File: src/rtl/alu_ex_stage_pkg.sv
// -----------------------------------------------------------------------------
// alu_ex_stage_pkg
//   Shared definitions for the TSC CPU execute stage. The ALU control decoder
//   and the execute stage both use these definitions.
//   Contents:
//     DEF_WORD_WIDTH     - default datapath width
//     DEF_REG_ADDR_WIDTH - default register-file address width
//     ALU_OP_WIDTH       - width of the ALU operation code
//     alu_op_e           - named ALU operation codes (ALU_ADD .. ALU_NEG)
// -----------------------------------------------------------------------------
package alu_ex_stage_pkg;

  localparam int DEF_WORD_WIDTH     = 16;
  localparam int DEF_REG_ADDR_WIDTH = 2;
  localparam int ALU_OP_WIDTH       = 4;

  // 4'b1011 and 4'b1111 are unassigned; the ALU returns zero for them.
  typedef enum logic [ALU_OP_WIDTH-1:0] {
    ALU_ADD   = 4'b0000,
    ALU_SUB   = 4'b0001,
    ALU_PASSA = 4'b0010,
    ALU_NOT   = 4'b0011,
    ALU_AND   = 4'b0100,
    ALU_OR    = 4'b0101,
    ALU_NE    = 4'b0110,
    ALU_EQ    = 4'b0111,
    ALU_GTZ   = 4'b1000,
    ALU_LTZ   = 4'b1001,
    ALU_PASSB = 4'b1010,
    ALU_SHL   = 4'b1100,
    ALU_SHR   = 4'b1101,
    ALU_NEG   = 4'b1110
  } alu_op_e;

endpackage

File: src/rtl/alu_ex_stage_alu.sv
// -----------------------------------------------------------------------------
// alu_ex_stage_alu
//   Purely combinational ALU for the execute stage.
//   Ports:
//     alu_op   in  ALU_OP_WIDTH  operation code (alu_op_e values)
//     a, b     in  W             operands
//     result   out W             operation result (compares give 1 / 0)
//     overflow out 1             signed overflow of ADD/SUB, 0 otherwise
// -----------------------------------------------------------------------------
module alu_ex_stage_alu
  import alu_ex_stage_pkg::*;
#(
  parameter int W = DEF_WORD_WIDTH
) (
  input  logic [ALU_OP_WIDTH-1:0] alu_op,
  input  logic [W-1:0]            a,
  input  logic [W-1:0]            b,
  output logic [W-1:0]            result,
  output logic                    overflow
);

  logic [W-1:0] w_sum;
  logic [W-1:0] w_diff;
  logic [W-1:0] w_true;

  assign w_sum  = a + b;
  assign w_diff = a - b;
  // Compare ops deliver their condition in bit 0 of an otherwise-zero word.
  assign w_true = {{(W-1){1'b0}}, 1'b1};

  always_comb begin
    result   = '0;
    overflow = 1'b0;
    case (alu_op)
      ALU_ADD: begin
        result   = w_sum;
        // Overflow: operands agree in sign but the sum does not.
        overflow = (a[W-1] == b[W-1]) && (w_sum[W-1] != a[W-1]);
      end
      ALU_SUB: begin
        result   = w_diff;
        // Overflow: operands differ in sign and the difference takes b's sign.
        overflow = (a[W-1] != b[W-1]) && (w_diff[W-1] != a[W-1]);
      end
      ALU_PASSA: result = a;
      ALU_NOT:   result = ~a;
      ALU_AND:   result = a & b;
      ALU_OR:    result = a | b;
      ALU_NE:    result = (a != b) ? w_true : '0;
      ALU_EQ:    result = (a == b) ? w_true : '0;
      ALU_GTZ:   result = (!a[W-1] && (a != '0)) ? w_true : '0;
      ALU_LTZ:   result = a[W-1] ? w_true : '0;
      ALU_PASSB: result = b;
      ALU_SHL:   result = {a[W-2:0], 1'b0};
      ALU_SHR:   result = {a[W-1], a[W-1:1]};
      // Negating the most negative value wraps back onto itself; no flag.
      ALU_NEG:   result = -a;
      default:   result = '0;
    endcase
  end

endmodule

File: src/rtl/alu_ex_stage.sv
// -----------------------------------------------------------------------------
// alu_ex_stage
//   Execute stage of the pipelined TSC CPU: runs the ALU on the ID/EX
//   operands, resolves branches in the same cycle, and loads the EX/MEM
//   pipeline register.
//   Ports:
//     clk, reset            clock, synchronous active-high reset
//     in_valid              ID/EX slot holds a real instruction
//     stall                 MEM stage cannot accept; EX/MEM holds
//     flush                 squash the instruction in EX
//     alu_op                ALU operation code
//     operand_a, operand_b  ALU operands (forwarded / immediate)
//     store_data            data for a store
//     dest_reg              write-back register
//     mem_read, mem_write, reg_write, is_branch   control bits from ID
//     branch_target         precomputed branch destination
//     branch_taken          combinational fetch redirect
//     redirect_pc           redirect address (branch_target)
//     fwd_result            combinational ALU result for EX-to-EX forwarding
//     ex_mem_*              registered EX/MEM pipeline register contents
//
//   Handshake: in_valid marks the ID/EX slot as holding an instruction;
//   stall is the MEM stage's not-ready. An instruction is consumed only on
//   an edge where in_valid=1, stall=0 and flush=0 ("live"). While stall is
//   high the EX/MEM register holds indefinitely and whatever sits in EX is
//   not consumed; a flushed instruction is dropped even when stalled, and
//   upstream does not replay it.
// -----------------------------------------------------------------------------
module alu_ex_stage
  import alu_ex_stage_pkg::*;
#(
  parameter int WORD_WIDTH     = DEF_WORD_WIDTH,
  parameter int REG_ADDR_WIDTH = DEF_REG_ADDR_WIDTH
) (
  input  logic                      clk,
  input  logic                      reset,
  input  logic                      in_valid,
  input  logic                      stall,
  input  logic                      flush,
  input  logic [ALU_OP_WIDTH-1:0]   alu_op,
  input  logic [WORD_WIDTH-1:0]     operand_a,
  input  logic [WORD_WIDTH-1:0]     operand_b,
  input  logic [WORD_WIDTH-1:0]     store_data,
  input  logic [REG_ADDR_WIDTH-1:0] dest_reg,
  input  logic                      mem_read,
  input  logic                      mem_write,
  input  logic                      reg_write,
  input  logic                      is_branch,
  input  logic [WORD_WIDTH-1:0]     branch_target,
  output logic                      branch_taken,
  output logic [WORD_WIDTH-1:0]     redirect_pc,
  output logic [WORD_WIDTH-1:0]     fwd_result,
  output logic                      ex_mem_valid,
  output logic                      ex_mem_mem_read,
  output logic                      ex_mem_mem_write,
  output logic                      ex_mem_reg_write,
  output logic [WORD_WIDTH-1:0]     ex_mem_result,
  output logic [WORD_WIDTH-1:0]     ex_mem_store_data,
  output logic [REG_ADDR_WIDTH-1:0] ex_mem_dest_reg,
  output logic                      ex_mem_overflow
);

  logic [WORD_WIDTH-1:0] w_result;
  logic                  w_overflow;
  logic                  w_live;

  logic                      r_valid;
  logic                      r_mem_read;
  logic                      r_mem_write;
  logic                      r_reg_write;
  logic [WORD_WIDTH-1:0]     r_result;
  logic [WORD_WIDTH-1:0]     r_store_data;
  logic [REG_ADDR_WIDTH-1:0] r_dest_reg;
  logic                      r_overflow;

  alu_ex_stage_alu #(
    .W (WORD_WIDTH)
  ) u_alu (
    .alu_op   (alu_op),
    .a        (operand_a),
    .b        (operand_b),
    .result   (w_result),
    .overflow (w_overflow)
  );

  assign w_live = in_valid & ~flush & ~stall;

  // Gating on live means a branch held under stall redirects only on the
  // cycle it actually leaves EX, so each branch redirects exactly once.
  assign branch_taken = ~reset & w_live & is_branch & w_result[0];
  assign redirect_pc  = branch_target;
  assign fwd_result   = w_result;

  always_ff @(posedge clk) begin
    if (reset) begin
      r_valid      <= 1'b0;
      r_mem_read   <= 1'b0;
      r_mem_write  <= 1'b0;
      r_reg_write  <= 1'b0;
      r_result     <= '0;
      r_store_data <= '0;
      r_dest_reg   <= '0;
      r_overflow   <= 1'b0;
    end else if (stall) begin
      // Stall wins over flush: hold the whole register.
      r_valid      <= r_valid;
    end else if (flush || !in_valid) begin
      // Bubble: clear the qualifying bits, leave the data fields alone.
      r_valid      <= 1'b0;
      r_mem_read   <= 1'b0;
      r_mem_write  <= 1'b0;
      r_reg_write  <= 1'b0;
    end else begin
      r_valid      <= 1'b1;
      r_mem_read   <= mem_read;
      r_mem_write  <= mem_write;
      r_reg_write  <= reg_write;
      r_result     <= w_result;
      r_store_data <= store_data;
      r_dest_reg   <= dest_reg;
      r_overflow   <= w_overflow;
    end
  end

  assign ex_mem_valid      = r_valid;
  assign ex_mem_mem_read   = r_mem_read;
  assign ex_mem_mem_write  = r_mem_write;
  assign ex_mem_reg_write  = r_reg_write;
  assign ex_mem_result     = r_result;
  assign ex_mem_store_data = r_store_data;
  assign ex_mem_dest_reg   = r_dest_reg;
  assign ex_mem_overflow   = r_overflow;

endmodule

File: config.mk
export PLATFORM = sky130hd
export DESIGN_NAME = alu_ex_stage
export DESIGN_NICKNAME = d
export VERILOG_FILES = /design/src/rtl/alu_ex_stage_pkg.sv /design/src/rtl/alu_ex_stage_alu.sv /design/src/rtl/alu_ex_stage.sv
export SDC_FILE = /design/constraint.sdc
export NUM_CORES = 1
export LEC_CHECK = 0
export CAP_MARGIN = 40
export CORE_ASPECT_RATIO = 0.9
export CORE_MARGIN = 2
export CORE_UTILIZATION = 45
export CTS_CLUSTER_DIAMETER = 50
export DETAILED_ROUTE_END_ITERATION = 8
export MAX_ROUTING_LAYER = met4
export PLACE_DENSITY_LB_ADDON = 0.08
export SYNTH_ARGS = -nofsm -noshare
export SYNTH_HDL_FRONTEND = slang
export SYNTH_SLANG_ARGS = --single-unit
File: constraint.sdc
create_clock -name clk -period 2.2 [get_ports clk]
set_input_delay 0.22 -clock clk [delete_from_list [all_inputs] [get_ports clk]]
set_output_delay 0.22 -clock clk [all_outputs]
set_load 0.01 [all_outputs]
==> impl_metrics.env, run 1 <==
export IMPL_dp_final_hpwl_mm=18.38
export IMPL_fin_ws_ns=-0.3628
export IMPL_ys_ff_latch=39
export IMPL_avgSynthCellArea_sq_um=6.970
export IMPL_die_w_um=116.7
export IMPL_cts_num_sinks=39
export IMPL_io_pins=151
export IMPL_cp_arrival_ns=2.34
export IMPL_vdd_drop_max_mv=0.4305
export IMPL_dp_cells=1180
export IMPL_p_sw_share_pct=38.07
export IMPL_initial_utilization_pct=45.54
export IMPL_rr_startpoint="ex_mem_result[10]"
export IMPL_synth_cell_area_sq_um=5144
export IMPL_max_clock_freq_ghz=0.3902
export IMPL_reg2regPathDepth=2
export IMPL_drc=0
export IMPL_syn_inst=738
export IMPL_clkPwrFrac_pct=19.9
export IMPL_row_count=37
export IMPL_p_leak_uw=0.004121
export IMPL_die_area_sq_um=12300
export IMPL_power_density_nw_per_um2=377.8
export IMPL_p_int_uw=2219
export IMPL_status="complete, but fails checks"
export IMPL_slowest_delay_ns=0.50
export IMPL_cp_end_kind="output pin"
export IMPL_cts_inserted_buffers=5
export IMPL_fin_crit_ns=2.563
export IMPL_final_cells=1255
export IMPL_fin_setup_tns_ns=-3.937
export IMPL_drt_iter0_markers=718
export IMPL_coreArea_sq_um=11300
export IMPL_root_buffer="clkbuf_16"
export IMPL_clk_latency_ns=0.28
export IMPL_grt_antenna_before_repair=0
export IMPL_syn_num_nets=869
export IMPL_violations="setup timing"
export IMPL_max_cap_violations=0
export IMPL_multiInputGateArea_sq_um=4683
export IMPL_cp_max_fo=3
export IMPL_r2r_setup_slack_ns=1.36
export IMPL_drive_above_1_share_pct=47.04
export IMPL_crit_type="input pin to output pin"
export IMPL_slew_violations=0
export IMPL_relSlewSlack_pct=59.35
export IMPL_hp_start="branch_target[10]"
export IMPL_synth_edf_count=0
export IMPL_dp_slack_ns=-1.354
export IMPL_hold_end="redirect_pc[10]"
export IMPL_seq_area_frac_synth_pct=15.18
export IMPL_cp_required_ns=1.98
export IMPL_power_switching_uw=1364
export IMPL_r2r_end="ex_mem_result[10]"
export IMPL_worstPathCellList="buf_8 -> inv_6 -> ha_4 -> inv_2 -> fa_2 -> nor2b_4 -> o21ai_4 -> a21oi_2 -> or4b_1 -> a31oi_1 -> a211o_1 -> buf_2"
export IMPL_async_flop_share_pct=0
export IMPL_antenna_left=0
export IMPL_hold_violations=0
export IMPL_cts_htree_levels=2
export IMPL_cp_start_kind="input pin"
export IMPL_yosysWarnings=0
export IMPL_max_slew_worst_pin_slew_ns=0.6098
export IMPL_fillCellCount=704
export IMPL_syn2layout_area_growth_pct=84.36
export IMPL_fin_worst_skew_ns=0
export IMPL_buffer_ports_inserted=118
export IMPL_clockBufferDepth=2
export IMPL_drt_pass1_iterations=6
export IMPL_layout_common_cells="buf_4 (285), nand2_1 (80), clkdlybuf4s50_1 (65)"
export IMPL_layout_commonest_cell="buf_4"
export IMPL_seq_area_sq_um=780.7
export IMPL_die_height_um=105.4
export IMPL_ys_types=72
export IMPL_fin_nets=1229
export IMPL_vias=7496
export IMPL_grt_pass1_wl_mm=39.05
export IMPL_seqPwrFrac_pct=21.0
export IMPL_grt_pass1_vias=7541
export IMPL_grt_usage_pct=41.74
export IMPL_wire_per_inst_um=20.47
export IMPL_routed_wl_mm=25.69
export IMPL_grt_max_degree=47
export IMPL_min_path_cells=0
export IMPL_overflow=0
export IMPL_antenna_diode_count=0
export IMPL_finalSetupViolCount=18
export IMPL_viasPerCell=5.973
export IMPL_cp_slowest_cell="or4b_1"
export IMPL_hp_class="input pin to output pin"
export IMPL_combPwrFrac_pct=59.1
export IMPL_rsz0062_at_grt="yes"
export IMPL_cts_tree="yes"
export IMPL_layout_worst_path_cycle_share_pct=116.5
export IMPL_hold_buffers=0
export IMPL_synth_ff_type="dfxtp_1"
export IMPL_gp_congestion=1.025
export IMPL_power_uw=3583
[worst max path at each step]
stage / start / end / slack, ns
final: operand_a[0] / fwd_result[8] / -0.36
after global routing: operand_b[11] / fwd_result[12] / -0.44
after CTS: operand_a[0] / fwd_result[12] / -0.29
after detailed placement: operand_a[0] / fwd_result[14] / -1.35
after global placement: operand_b[0] / fwd_result[14] / -1.25
after floorplan: operand_a[12] / branch_taken / -0.03
[Yosys cell counts, drive strengths merged, types with 12 or more instances]
cell / count / area [sq um]
nor3: 16 / 105.1
dfxtp: 39 / 780.8
inv: 55 / 206.4
ha: 50 / 625.6
nor2: 67 / 251.5
a21oi: 74 / 377.9
buf: 40 / 247.7
a211oi: 12 / 90.09
o21ai: 45 / 225.2
mux2i: 12 / 120.1
clkbuf: 27 / 101.4
nand2: 82 / 307.8
a31oi: 15 / 93.84
xnor2: 16 / 140.1
nand3: 20 / 100.1
[timing repair]
action                                  CTS  global route
endpoints found under the setup margin   32            24
buffers inserted                         55            15
cloned                                    1             0
resized for setup                       334            58
pin swaps                                76            36
[through the flow]
stage	cell area, sq um	hold WS [ns]	util [%]
2_1_floorplan	5271	0.3560	-
3_3_place_gp	8098	0.4401	71.69
3_5_place_dp	8098	0.4401	71.69
4_1_cts	9189	0.4401	81.35
5_1_grt	9483	0.4400	83.95
6_report	9483	0.4400	83.95
[power by group through the flow]
stage	Sequential [uW]	Clock, uW	Combinational (uW)
floorplan	777	0	775
global placement	763	0	1630
detailed placement	765	0	1660
CTS	750	713	1930
global route	753	746	2220
finish	751	713	2120
[logic make-up (layout without fill, tap and decap cells)]
group,Yosys count,count (layout),share of synthesized area (%)
simple gates,260,260,25.05
compound gates,228,228,28.51
buf+inv,122,483,10.80
fa+ha+maj,52,52,12.94
flops,39,39,15.18
xor+xnor,21,21,3.576
mux,16,16,3.941
[critical path, delay by kind of cell]
| family | cells | cell delay, ns |
|---|---|---|
| adders and majority gates | 2 | 0.46 |
| buffers and inverters | 4 | 0.35 |
| and+or+nand+nor | 2 | 0.65 |
| AOI/OAI and AO/OA | 4 | 0.65 |
[final cells by class]
type / instances / area share (%)
Inverter: 55 / 2.467
Timing Repair Buffer: 420 / 36.40
Multi-Input combinational cell: 577 / 49.39
Tap cell: 156 / 2.058
Sequential cell: 39 / 8.233
Clock inverter: 1 / 0.05278
Clock buffer: 7 / 1.399
[per-layer routing]
layer	up-vias	wire length (um)	track usage [%]
li1	3349	-	-
met1	3572	10220	51.94
met2	465	11980	65.52
met3	110	2282	7.821
met4	0	1204	18.57
met5	-	0	-
Note: power is estimated with default switching activity, not from simulation.
==> inputs of run 2 (changes only) <==
SYNTH_HIERARCHICAL = 1   (was default)
==> run 2 against run 1 <==
The run still ends with setup timing left; core utilization rose by 0.17 points; die area up 2.0%; non-clock buffer count fell by 29; register-to-register slack gained 0.09 ns; via count fell by 7.5%; critical path depth rose by 3; fmax decreased by 13%; critical endpoint unchanged; highest routed layer unchanged.
==> impl_metrics.env, run 2 <==
export IMPL_status="complete, but fails checks"
export IMPL_violations="setup timing"
export IMPL_cp_end_kind="output pin"
export IMPL_async_flop_share_pct=0
export IMPL_cts_num_sinks=39
export IMPL_cts_tree="yes"
export IMPL_p_leak_uw=0.004105
export IMPL_r2r_end="ex_mem_valid"
export IMPL_max_slew_worst_pin_slew_ns=0.5171
export IMPL_root_buffer="clkbuf_16"
export IMPL_layout_common_cells="buf_4 (224), nand2b_1 (74), clkdlybuf4s50_1 (64)"
export IMPL_drive_above_1_share_pct=49.42
export IMPL_drt_pass1_iterations=5
export IMPL_syn2layout_area_growth_pct=82.40
export IMPL_synthAdderAreaFrac_pct=12.67
export IMPL_worstPathCellList="buf_6 -> buf_8 -> inv_16 -> ha_4 -> inv_2 -> fa_2 -> nand2b_1 -> a21oi_2 -> a211o_1 -> a211o_1 -> a22oi_2 -> xnor2_1 -> o211ai_1 -> buf_4 -> buf_6"
export IMPL_yosysWarnings=6
export IMPL_max_cap_violations=0
export IMPL_fin_setup_tns_ns=-8.431
export IMPL_fillCellCount=681
export IMPL_fin_ws_ns=-0.7527
export IMPL_layout_commonest_cell="buf_4"
export IMPL_synthSimpleGateAreaFrac_pct=24.25
export IMPL_hold_buffers=0
export IMPL_slew_violations=0
export IMPL_syn_inst=694
export IMPL_power_density_nw_per_um2=362.7
export IMPL_synth_ff_type="dfxtp_1"
export IMPL_die_height_um=106.5
export IMPL_fin_nets=1158
export IMPL_rsz0062_at_grt="yes"
export IMPL_synth_area_mux_share_pct=10.00
export IMPL_buffer_ports_inserted=118
export IMPL_antenna_left=0
export IMPL_place_area_sq_um=7970
export IMPL_initial_utilization_pct=46.12
export IMPL_cts_inserted_buffers=5
export IMPL_synthTopCellsByArea="dfxtp_1 (15%), ha_1 (12%), nand2b_1 (9.6%), mux2i_1 (9.1%), a21oi_1 (4.3%)"
export IMPL_viasPerCell=5.850
export IMPL_ys_ff_latch=39
export IMPL_vias=6932
export IMPL_wire_per_inst_um=19.94
export IMPL_cts_htree_levels=2
export IMPL_worst_path_stages=15
export IMPL_hold_violations=0
export IMPL_slowest_delay_ns=0.36
export IMPL_grt_max_degree=74
export IMPL_cp_slowest_cell="fa_2"
export IMPL_hold_ws_ns=0.1650
export IMPL_syn_num_nets=825
export IMPL_netlist_top_cells_count="nand2b_1 (81), ha_1 (50), mux2i_1 (48)"
export IMPL_min_path_cells=2
export IMPL_relSlewSlack_pct=65.49
export IMPL_io_pins=151
export IMPL_yosysTopAreaCell="dfxtp_1"
export IMPL_vdd_drop_max_mv=0.3258
export IMPL_hold_end="ex_mem_reg_write"
export IMPL_r2r_setup_slack_ns=1.45
export IMPL_synth_compound_area_share_pct=23.70
export IMPL_routed_wl_mm=23.63
export IMPL_synth_top_area_share_pct=14.86
export IMPL_avgSynthCellArea_sq_um=7.568
export IMPL_gp_congestion=0.9793
export IMPL_dp_final_hpwl_mm=16.01
export IMPL_overflow=0
export IMPL_reg2regPathDepth=2
export IMPL_cp_required_ns=1.98
export IMPL_rr_startpoint="ex_mem_valid"
export IMPL_ys_types=78
export IMPL_clk_latency_ns=0.28
export IMPL_design_area_sq_um=9580
export IMPL_die_w_um=117.9
export IMPL_hp_start="reset"
export IMPL_crit_type="input pin to output pin"
export IMPL_path_buf_inv=6
export IMPL_row_count=37
export IMPL_grt_usage_pct=35.74
export IMPL_synthXorXnorAreaFrac_pct=3.835
export IMPL_cp_max_fo=2
export IMPL_layout_worst_path_cycle_share_pct=134.2
export IMPL_synth_cell_area_sq_um=5253
export IMPL_fin_worst_skew_ns=0
export IMPL_finalSetupViolCount=24
export IMPL_coreArea_sq_um=11390
export IMPL_clk_pin_slew_ns=0.06
export IMPL_drc=0
export IMPL_drt_iter0_markers=669
export IMPL_die_area_sq_um=12550
export IMPL_clockBufferDepth=2
export IMPL_fin_crit_ns=2.953
export IMPL_grt_pass1_wl_mm=35.15
export IMPL_grt_pass1_vias=6786
export IMPL_synth_top_family_by_area="simple AND/OR/NAND/NOR gates"
export IMPL_grt_antenna_before_repair=1
export IMPL_seq_area_frac_synth_pct=14.86
export IMPL_yosysMostFrequentCell="nand2b_1"
export IMPL_crit_family="compound AO/OA/AOI/OAI gates"
export IMPL_hp_class="input pin to flop"
export IMPL_cp_start_kind="input pin"
export IMPL_synth_edf_count=0
export IMPL_cp_arrival_ns=2.73
export IMPL_max_clock_freq_ghz=0.3387
-- run 2: cell count changes in the layout (fill, tap and decap cells not counted), moves of 8 or more --
| cell | before | now |
|---|---|---|
| a21oi_1 | 53 | 32 |
| buf_4 | 285 | 224 |
| buf_6 | 19 | 57 |
| ha_1 | 26 | 15 |
| ha_4 | 19 | 28 |
| inv_1 | 22 | 7 |
| mux2i_1 | 9 | 48 |
| nand2_1 | 80 | 28 |
| nand2b_1 | 9 | 74 |
| nand3_1 | 15 | 7 |
| nor2_1 | 59 | 30 |
| o21ai_0 | 35 | 16 |
| o21ai_1 | 7 | 19 |
-- run 2: area by class of cell --
| type | count | area (sq um) | share of cell area [%] |
|---|---|---|---|
| timing repair buffer | 391 | 3342 | 34.88 |
| sequential | 39 | 780.7 | 8.149 |
| inverter | 48 | 225.2 | 2.351 |
| clock inverter | 1 | 5.005 | 0.05224 |
| antenna | 1 | 2.502 | 0.02612 |
| clock buffer | 7 | 132.6 | 1.384 |
| tap | 156 | 195.2 | 2.037 |
| multi-input combinational | 542 | 4897 | 51.12 |
-- run 2: worst max-delay path by stage --
stage / slack, ns / endpoint / from
finish: -0.75 / fwd_result[8] / operand_a[0]
global route: -0.79 / fwd_result[8] / operand_a[0]
CTS: -0.71 / fwd_result[8] / operand_a[0]
detailed placement: -1.47 / fwd_result[8] / operand_a[0]
global placement: -1.44 / fwd_result[8] / operand_a[0]
floorplan: -0.27 / ex_mem_result[15] / operand_a[12]
-- run 2: power by group --
part / internal, uW / switching, uW / total, uW
logic: 1060 / 984 / 2050
registers: 730 / 13.0 / 743
clock network: 419 / 266 / 684
total: 2210 / 1260 / 3480
-- run 2: timing repair --
item,4_1_cts,5_1_grt
pin swaps,71,64
gates resized for setup,393,70
endpoints found under the setup margin,33,31
cloned,0,0
setup buffers,54,20
-- run 2: worst register-to-register path: stages, from the launching register on --
cell     delay (ns)
dfxtp_1        0.31
and2_2         0.18
o21ba_1        0.16
-- run 2: logic make-up after synthesis --
group / Yosys count
and+or+nand+nor: 230
AOI/OAI and AO/OA: 186
buffers and inverters: 113
adders and majority gates: 52
muxes: 51
DFF: 39
xor gates and xnor gates: 23
-- run 2: through the flow --
step                      worst slack [ns]  power (uW)  std cells  util, %
after global placement              -1.444        2265       1111    69.98
after CTS                          -0.7119        3278       1169    80.66
after detailed placement            -1.466        2290       1111    69.98
after global routing               -0.7864        3624       1185    84.12
final                              -0.7527        3475       1185    84.12
after floorplan                    -0.2653        1534        694        -
-- run 2: routing by layer --
layer  up-vias  track usage, %  wire length (um)
met5         -               -                 0
met1      3295           42.55              9247
li1       3126               -                 -
met4         0           16.35              1296
met2       383           59.39             11340
met3       128           6.062              1745
==> inputs of run 3 (changes only) <==
ABC_CLOCK_PERIOD_IN_PS = 2200   (was default)
GPL_TIMING_DRIVEN = 1   (was default)
==> results of run 3 <==
Final layout, timing and power as in run 2 (identical DEF).
